--- src/rtl/fib_pkg.sv ---
// Shared types and default sizes for the recurrence stream generator.
package fib_pkg;

  typedef enum logic [1:0] {
    IDLE = 2'd0,
    RUN  = 2'd1,
    DONE = 2'd2
  } fib_state_e;

  typedef enum logic {
    MODE_ADD = 1'b0,
    MODE_MOD = 1'b1
  } fib_mode_e;

  localparam int FIB_WIDTH_DEF   = 64;
  localparam int FIB_ORDER_W_DEF = 16;

endpackage

--- src/rtl/fib_step.sv ---
// Combinational next-term unit: sum of two terms, either plain (with carry-out)
// or reduced modulo m. The modular path assumes a < m and b < m, so a single
// conditional subtraction is exact and the result always fits in WIDTH bits.
module fib_step
  import fib_pkg::*;
#(
  parameter int WIDTH = FIB_WIDTH_DEF
) (
  input  logic [WIDTH-1:0] a,
  input  logic [WIDTH-1:0] b,
  input  fib_mode_e        mode,
  input  logic [WIDTH-1:0] m,
  output logic [WIDTH-1:0] sum,
  output logic             carry
);

  logic [WIDTH:0] s;

  // Full-width add, then either report the carry or fold back below m.
  always_comb begin
    s     = {1'b0, a} + {1'b0, b};
    sum   = s[WIDTH-1:0];
    carry = s[WIDTH];
    if (mode == MODE_MOD) begin
      carry = 1'b0;
      // s - m is below m, so the low WIDTH bits of the difference are exact.
      if (s >= {1'b0, m}) sum = s[WIDTH-1:0] - m;
    end
  end

endmodule

--- src/rtl/fib_stream_gen.sv ---
// Two-term recurrence stream generator (additive or modular) with a
// valid/ready output stream and out_last on the final term.
// Optional feature macro: FIB_STALL_CNT_EN adds the stall_cnt output.
//
// Handshake: a term transfers on a clock edge where out_valid & out_ready are
// both high; while out_valid is high and out_ready low, out_data and out_last
// hold stable, and out_valid never drops without a transfer except on clear.
module fib_stream_gen
  import fib_pkg::*;
#(
  parameter int WIDTH   = FIB_WIDTH_DEF,
  parameter int ORDER_W = FIB_ORDER_W_DEF
) (
  input  logic               clk,
  input  logic               reset,
  input  logic               clear,
  input  logic               start,
  input  logic               mode,
  input  logic [WIDTH-1:0]   seed0,
  input  logic [WIDTH-1:0]   seed1,
  input  logic [WIDTH-1:0]   modulus,
  input  logic [ORDER_W-1:0] order,
  output logic [WIDTH-1:0]   out_data,
  output logic               out_valid,
  input  logic               out_ready,
  output logic               out_last,
  output logic               busy,
  output logic               done,
  output logic               overflw,
`ifdef FIB_STALL_CNT_EN
  output logic [31:0]        stall_cnt,
`endif
  output logic               bad_cfg
);

  fib_state_e         state_q, state_d;
  fib_mode_e          mode_q, mode_d;
  logic [WIDTH-1:0]   cur_q, cur_d, nxt_q, nxt_d, mod_q, mod_d;
  logic [ORDER_W-1:0] idx_q, idx_d, order_q, order_d;
  logic               nxt_ovf_q, nxt_ovf_d;
  logic               overflw_q, overflw_d;
  logic               bad_cfg_q, bad_cfg_d;

  logic [WIDTH-1:0]   step_sum;
  logic               step_carry;
  logic [ORDER_W-1:0] last_idx;
  logic               cfg_bad, is_last, beat, accept_start;

  fib_step #(.WIDTH(WIDTH)) u_step (
    .a     (cur_q),
    .b     (nxt_q),
    .mode  (mode_q),
    .m     (mod_q),
    .sum   (step_sum),
    .carry (step_carry)
  );

  assign cfg_bad      = (fib_mode_e'(mode) == MODE_MOD) &&
                        ((modulus == '0) || (seed0 >= modulus) || (seed1 >= modulus));
  assign accept_start = (state_q == IDLE) && start && !cfg_bad && !clear;
  assign last_idx     = order_q - ORDER_W'(1);
  // nxt_ovf means the upcoming term wrapped, so the current one must be final.
  assign is_last      = (idx_q == last_idx) || nxt_ovf_q;
  assign beat         = (state_q == RUN) && out_ready;

  assign out_data  = cur_q;
  assign out_valid = (state_q == RUN);
  assign out_last  = (state_q == RUN) && is_last;
  assign busy      = (state_q == RUN);
  assign done      = (state_q == DONE);
  assign overflw   = overflw_q;
  assign bad_cfg   = bad_cfg_q;

  // Next-state and datapath update: clear first, then start/beat handling.
  always_comb begin
    state_d   = state_q;
    mode_d    = mode_q;
    cur_d     = cur_q;
    nxt_d     = nxt_q;
    mod_d     = mod_q;
    idx_d     = idx_q;
    order_d   = order_q;
    nxt_ovf_d = nxt_ovf_q;
    overflw_d = overflw_q;
    bad_cfg_d = 1'b0;
    if (clear) begin
      state_d   = IDLE;
      overflw_d = 1'b0;
    end else begin
      case (state_q)
        IDLE: begin
          if (start) begin
            if (cfg_bad) begin
              bad_cfg_d = 1'b1;
            end else begin
              mode_d    = fib_mode_e'(mode);
              mod_d     = modulus;
              order_d   = order;
              cur_d     = seed0;
              nxt_d     = seed1;
              idx_d     = '0;
              nxt_ovf_d = 1'b0;
              overflw_d = 1'b0;
              state_d   = (order == '0) ? DONE : RUN;
            end
          end
        end
        RUN: begin
          if (beat) begin
            if (is_last) begin
              state_d   = DONE;
              overflw_d = nxt_ovf_q && (idx_q != last_idx);
            end else begin
              cur_d     = nxt_q;
              nxt_d     = step_sum;
              nxt_ovf_d = nxt_ovf_q | step_carry;
              idx_d     = idx_q + ORDER_W'(1);
            end
          end
        end
        DONE:    state_d = IDLE;
        default: state_d = IDLE;
      endcase
    end
  end

  // State and datapath registers.
  always_ff @(posedge clk or posedge reset) begin
    if (reset) begin
      state_q   <= IDLE;
      mode_q    <= MODE_ADD;
      cur_q     <= '0;
      nxt_q     <= '0;
      mod_q     <= '0;
      idx_q     <= '0;
      order_q   <= '0;
      nxt_ovf_q <= 1'b0;
      overflw_q <= 1'b0;
      bad_cfg_q <= 1'b0;
    end else begin
      state_q   <= state_d;
      mode_q    <= mode_d;
      cur_q     <= cur_d;
      nxt_q     <= nxt_d;
      mod_q     <= mod_d;
      idx_q     <= idx_d;
      order_q   <= order_d;
      nxt_ovf_q <= nxt_ovf_d;
      overflw_q <= overflw_d;
      bad_cfg_q <= bad_cfg_d;
    end
  end

`ifdef FIB_STALL_CNT_EN
  logic [31:0] stall_q, stall_d;

  // Saturating count of stalled cycles, restarted by clear or a new sequence.
  always_comb begin
    stall_d = stall_q;
    if (clear || accept_start) begin
      stall_d = '0;
    end else if (out_valid && !out_ready && (stall_q != 32'hFFFF_FFFF)) begin
      stall_d = stall_q + 32'd1;
    end
  end

  // Stall counter register.
  always_ff @(posedge clk or posedge reset) begin
    if (reset) stall_q <= '0;
    else       stall_q <= stall_d;
  end

  assign stall_cnt = stall_q;
`else
  logic unused_accept;
  assign unused_accept = accept_start;
`endif

endmodule

--- config.mk ---
export PLATFORM = sky130hd
export DESIGN_NAME = fib_stream_gen
export DESIGN_NICKNAME = d
export VERILOG_FILES = /design/src/rtl/fib_pkg.sv /design/src/rtl/fib_step.sv /design/src/rtl/fib_stream_gen.sv
export SDC_FILE = /design/constraint.sdc
export NUM_CORES = 1
export LEC_CHECK = 0
export CELL_PAD_IN_SITES_DETAIL_PLACEMENT = 1
export CELL_PAD_IN_SITES_GLOBAL_PLACEMENT = 1
export CORE_MARGIN = 2
export CORE_UTILIZATION = 31
export CTS_CLUSTER_DIAMETER = 120
export DETAILED_ROUTE_END_ITERATION = 7
export PLACE_DENSITY_LB_ADDON = 0.25
export SKIP_LAST_GASP = 1
export SYNTH_ARGS = -nofsm -noshare
export SYNTH_HDL_FRONTEND = slang
export SYNTH_SLANG_ARGS = --single-unit
--- constraint.sdc ---
create_clock -name clk -period 9.8 [get_ports clk]
set_clock_uncertainty 0.2 [all_clocks]
set_input_delay 1.47 -clock clk [delete_from_list [all_inputs] [get_ports clk]]
set_output_delay 1.47 -clock clk [all_outputs]
set_load 0.02 [all_outputs]
==> flow_metrics.tcl <==
set metrics [dict create \
    cts-root-buf "clkbuf_16" \
    setup_viol 0 \
    whs_endpoint "mod_q[0]" \
    path_clk_slew_ns 0.06 \
    syn-num-nets 3175 \
    first_pass_iters 4 \
    die-height_um 267 \
    clk_path_buf_depth 3 \
    pre_cts_ws_ns 1.72 \
    drv_cap 0 \
    vias_per_cell 5.49 \
    yosysSeqAreaShare_pct 26.8 \
    worstReg2RegEnd "nxt_q[49]" \
    path_class "register to register" \
    nFillCells 8152 \
    drtIter0Drc 1224 \
    antenna_found_initial 1 \
    wl_per_cell_um 22.2 \
    area_growth_pct 22.0 \
    instances_no_fill 3856 \
    synth_area_mm2 0.0214 \
    reg2reg_depth 21 \
    met1_length_um 38200 \
    final_common_cell "nand2_1" \
    reg2reg_slack_ns 1.58 \
    nets 3374 \
    cp.arrival_ns 8.54 \
    cp.required_ns 10.11 \
    top_layer_used "met5" \
    cts_setup_buffers 0 \
    die_w_um 267 \
    ys_types 81 \
    hold_depth 2 \
    clk_latency_ns 0.62 \
    avgSynthCellArea_um2 7.94 \
    drive_above_1_share_pct 3.42 \
    min_period_ns 8.22 \
    r2r_start "out_data[27]" \
    postLayoutSetupSlackWorst_ns 1.58 \
    cts_tree "yes" \
    multi_input_area_mm2 0.0145 \
    cts_resized 0 \
    hold_viol_final 0 \
    dr_total_vias 21188 \
    placed_cells 3798 \
    cp-end-kind "register" \
    drc 0 \
    start_util_pct 31.3 \
    worstMarginPinSlew_ns 1.30 \
    most-common-layout-cells "333 x nand2_1, 283 x clkdlybuf4s50_1, 262 x o21ai_0" \
    slew_violations 0 \
    wl_met2_um 42800 \
    grt_pass1_wl_um 133000 \
    yosysWarnings 0 \
    syn_inst 2701 \
    core_area_mm2 0.0686 \
    min_path_type "register to register" \
    grt_usage_pct 23.8 \
    worstPathMaxFanout 52 \
    io_buffers 283 \
    grt_max_degree 102 \
    clock-sinks 230 \
    max_slew_margin_pct 13.3 \
    min_from "mod_q[0]" \
    synthFlopType "dfrtp_1" \
    n_antenna_cell 0 \
    numCtsBuffers 31 \
    dieArea_mm2 0.0713 \
    place_congestion 0.915 \
    seq_area_mm2 0.00576 \
    wl_um 85800 \
    synth_seq_cells 230 \
    finalCritPeriodShare_pct 83.9 \
    outcome "completed" \
    cts.htree.levels 1 \
    rsz0062_at_grt "false" \
    synth_edf_count 0 \
    ys_async_sr_fraction_pct 100 \
    ant_nets 0 \
    rows 96 \
    fmax_ghz 0.122 \
    fin_setup_tns_ns 0 \
    hpwl_um 69300 \
    wl_met3_um 2460 \
    grt_pass1_vias 22613 \
    boundaryPins 284 \
    overflow 0 \
    cts_hold_buffers 0 \
    start_kind "register" \
]
-- kinds of logic after synthesis --
| kind of cell | after synthesis | share of synthesized area [%] |
|---|---|---|
| compound gates | 907 | 26.1 |
| xor+xnor | 139 | 5.68 |
| fa+ha+maj | 260 | 15.2 |
| flops | 230 | 26.8 |
| buf+inv | 313 | 5.78 |
| mux | 76 | 3.55 |
| simple gates | 776 | 16.8 |
-- critical path, stage by stage (launching register included) --
cell and delay (ns):
dfrtp_1 0.42, ha_1 0.42, a21oi_1 0.13, o21ai_0 0.38, nor2_1 0.13, a2111oi_0 0.99
a211o_1 0.27, nand3_1 0.20, o41ai_1 0.90, nand4_1 0.26, a21oi_1 0.26, xor2_1 0.30
ha_1 0.34, and3_1 0.21, nand3_1 0.07, nor4_1 0.04, and3_1 0.18, a221oi_1 0.33
a31o_4 0.61, nor2b_1 1.09, a222oi_1 0.22, o31ai_1 0.14
-- flip-flops by register name (all words and copies together) (netlist names) --
register   flops
mod_q         64
state_q        2
overflw        1
nxt_q         64
nxt_ovf_q      1
idx_q         16
bad_cfg        1
order_q       16
mode_q         1
out_data      64
-- routing by layer --
layer  vias to the layer above  global-route usage, %
li1                      10183                      -
met1                     10557                   30.4
met2                       355                   42.6
met3                        91                   2.23
met4                         2                   6.13
met5                         -                      0
-- how the worst max path moves through the flow --
stage                            start         to  cells past startpoint
after global routing      out_data[27]  nxt_q[49]                     21
after floorplan                  reset    bad_cfg                      1
after detailed placement  out_data[27]  nxt_q[49]                     21
final                     out_data[27]  nxt_q[49]                     21
after global placement    out_data[27]  nxt_q[49]                     21
after CTS                 out_data[27]  nxt_q[49]                     21
-- cell usage after synthesis, drive strengths merged (6+ instances only) --
library cell | instances | area (um^2)
ha | 258 | 3230
or2 | 6 | 37.5
o31ai | 14 | 105
a31oi | 21 | 131
nor2b | 24 | 150
and2 | 8 | 50.1
a211oi | 21 | 163
or3 | 17 | 106
mux2i | 75 | 751
a211o | 10 | 87.6
nor4 | 38 | 253
xnor2 | 78 | 683
o211ai | 13 | 97.6
nand2 | 333 | 1250
nand3 | 42 | 210
nor2 | 159 | 597
o21bai | 29 | 218
and4 | 6 | 52.6
a2111oi | 6 | 65.1
or4 | 6 | 45.0
a21o | 100 | 751
clkbuf | 107 | 402
nand2b | 25 | 156
buf | 27 | 166
dfrtp | 230 | 5760
inv | 179 | 672
and3 | 12 | 75.1
a22oi | 39 | 293
o21ai | 303 | 1520
o221ai | 14 | 123
nor3 | 33 | 165
nand4 | 57 | 372
a41oi | 6 | 71.3
xor2 | 61 | 534
a21oi | 245 | 1230
a221oi | 14 | 129
o21a | 18 | 135
o22ai | 7 | 43.8
-- metrics by stage --
stage / cell area [um^2] / utilization, % / hold slack (ns)
2_1_floorplan: 21400 / - / 0.252
3_5_place_dp: 25100 / 36.5 / 0.281
6_report: 26200 / 38.1 / 0.289
5_1_grt: 26200 / 38.1 / 0.330
4_1_cts: 26200 / 38.1 / 0.295
3_3_place_gp: 25100 / 36.5 / 0.266
-- layout make-up --
class | count | area share (%)
multi-input combinational | 2158 | 55.3
tap | 931 | 4.45
clock inverter | 18 | 0.914
inverter | 179 | 2.60
sequential | 230 | 22.0
clock buffer | 40 | 3.29
timing repair buffer | 300 | 11.4
Power is left out: the tool's default activity adds up to more than one toggle a clock period on the data nets, which glitch-free logic cannot reach.
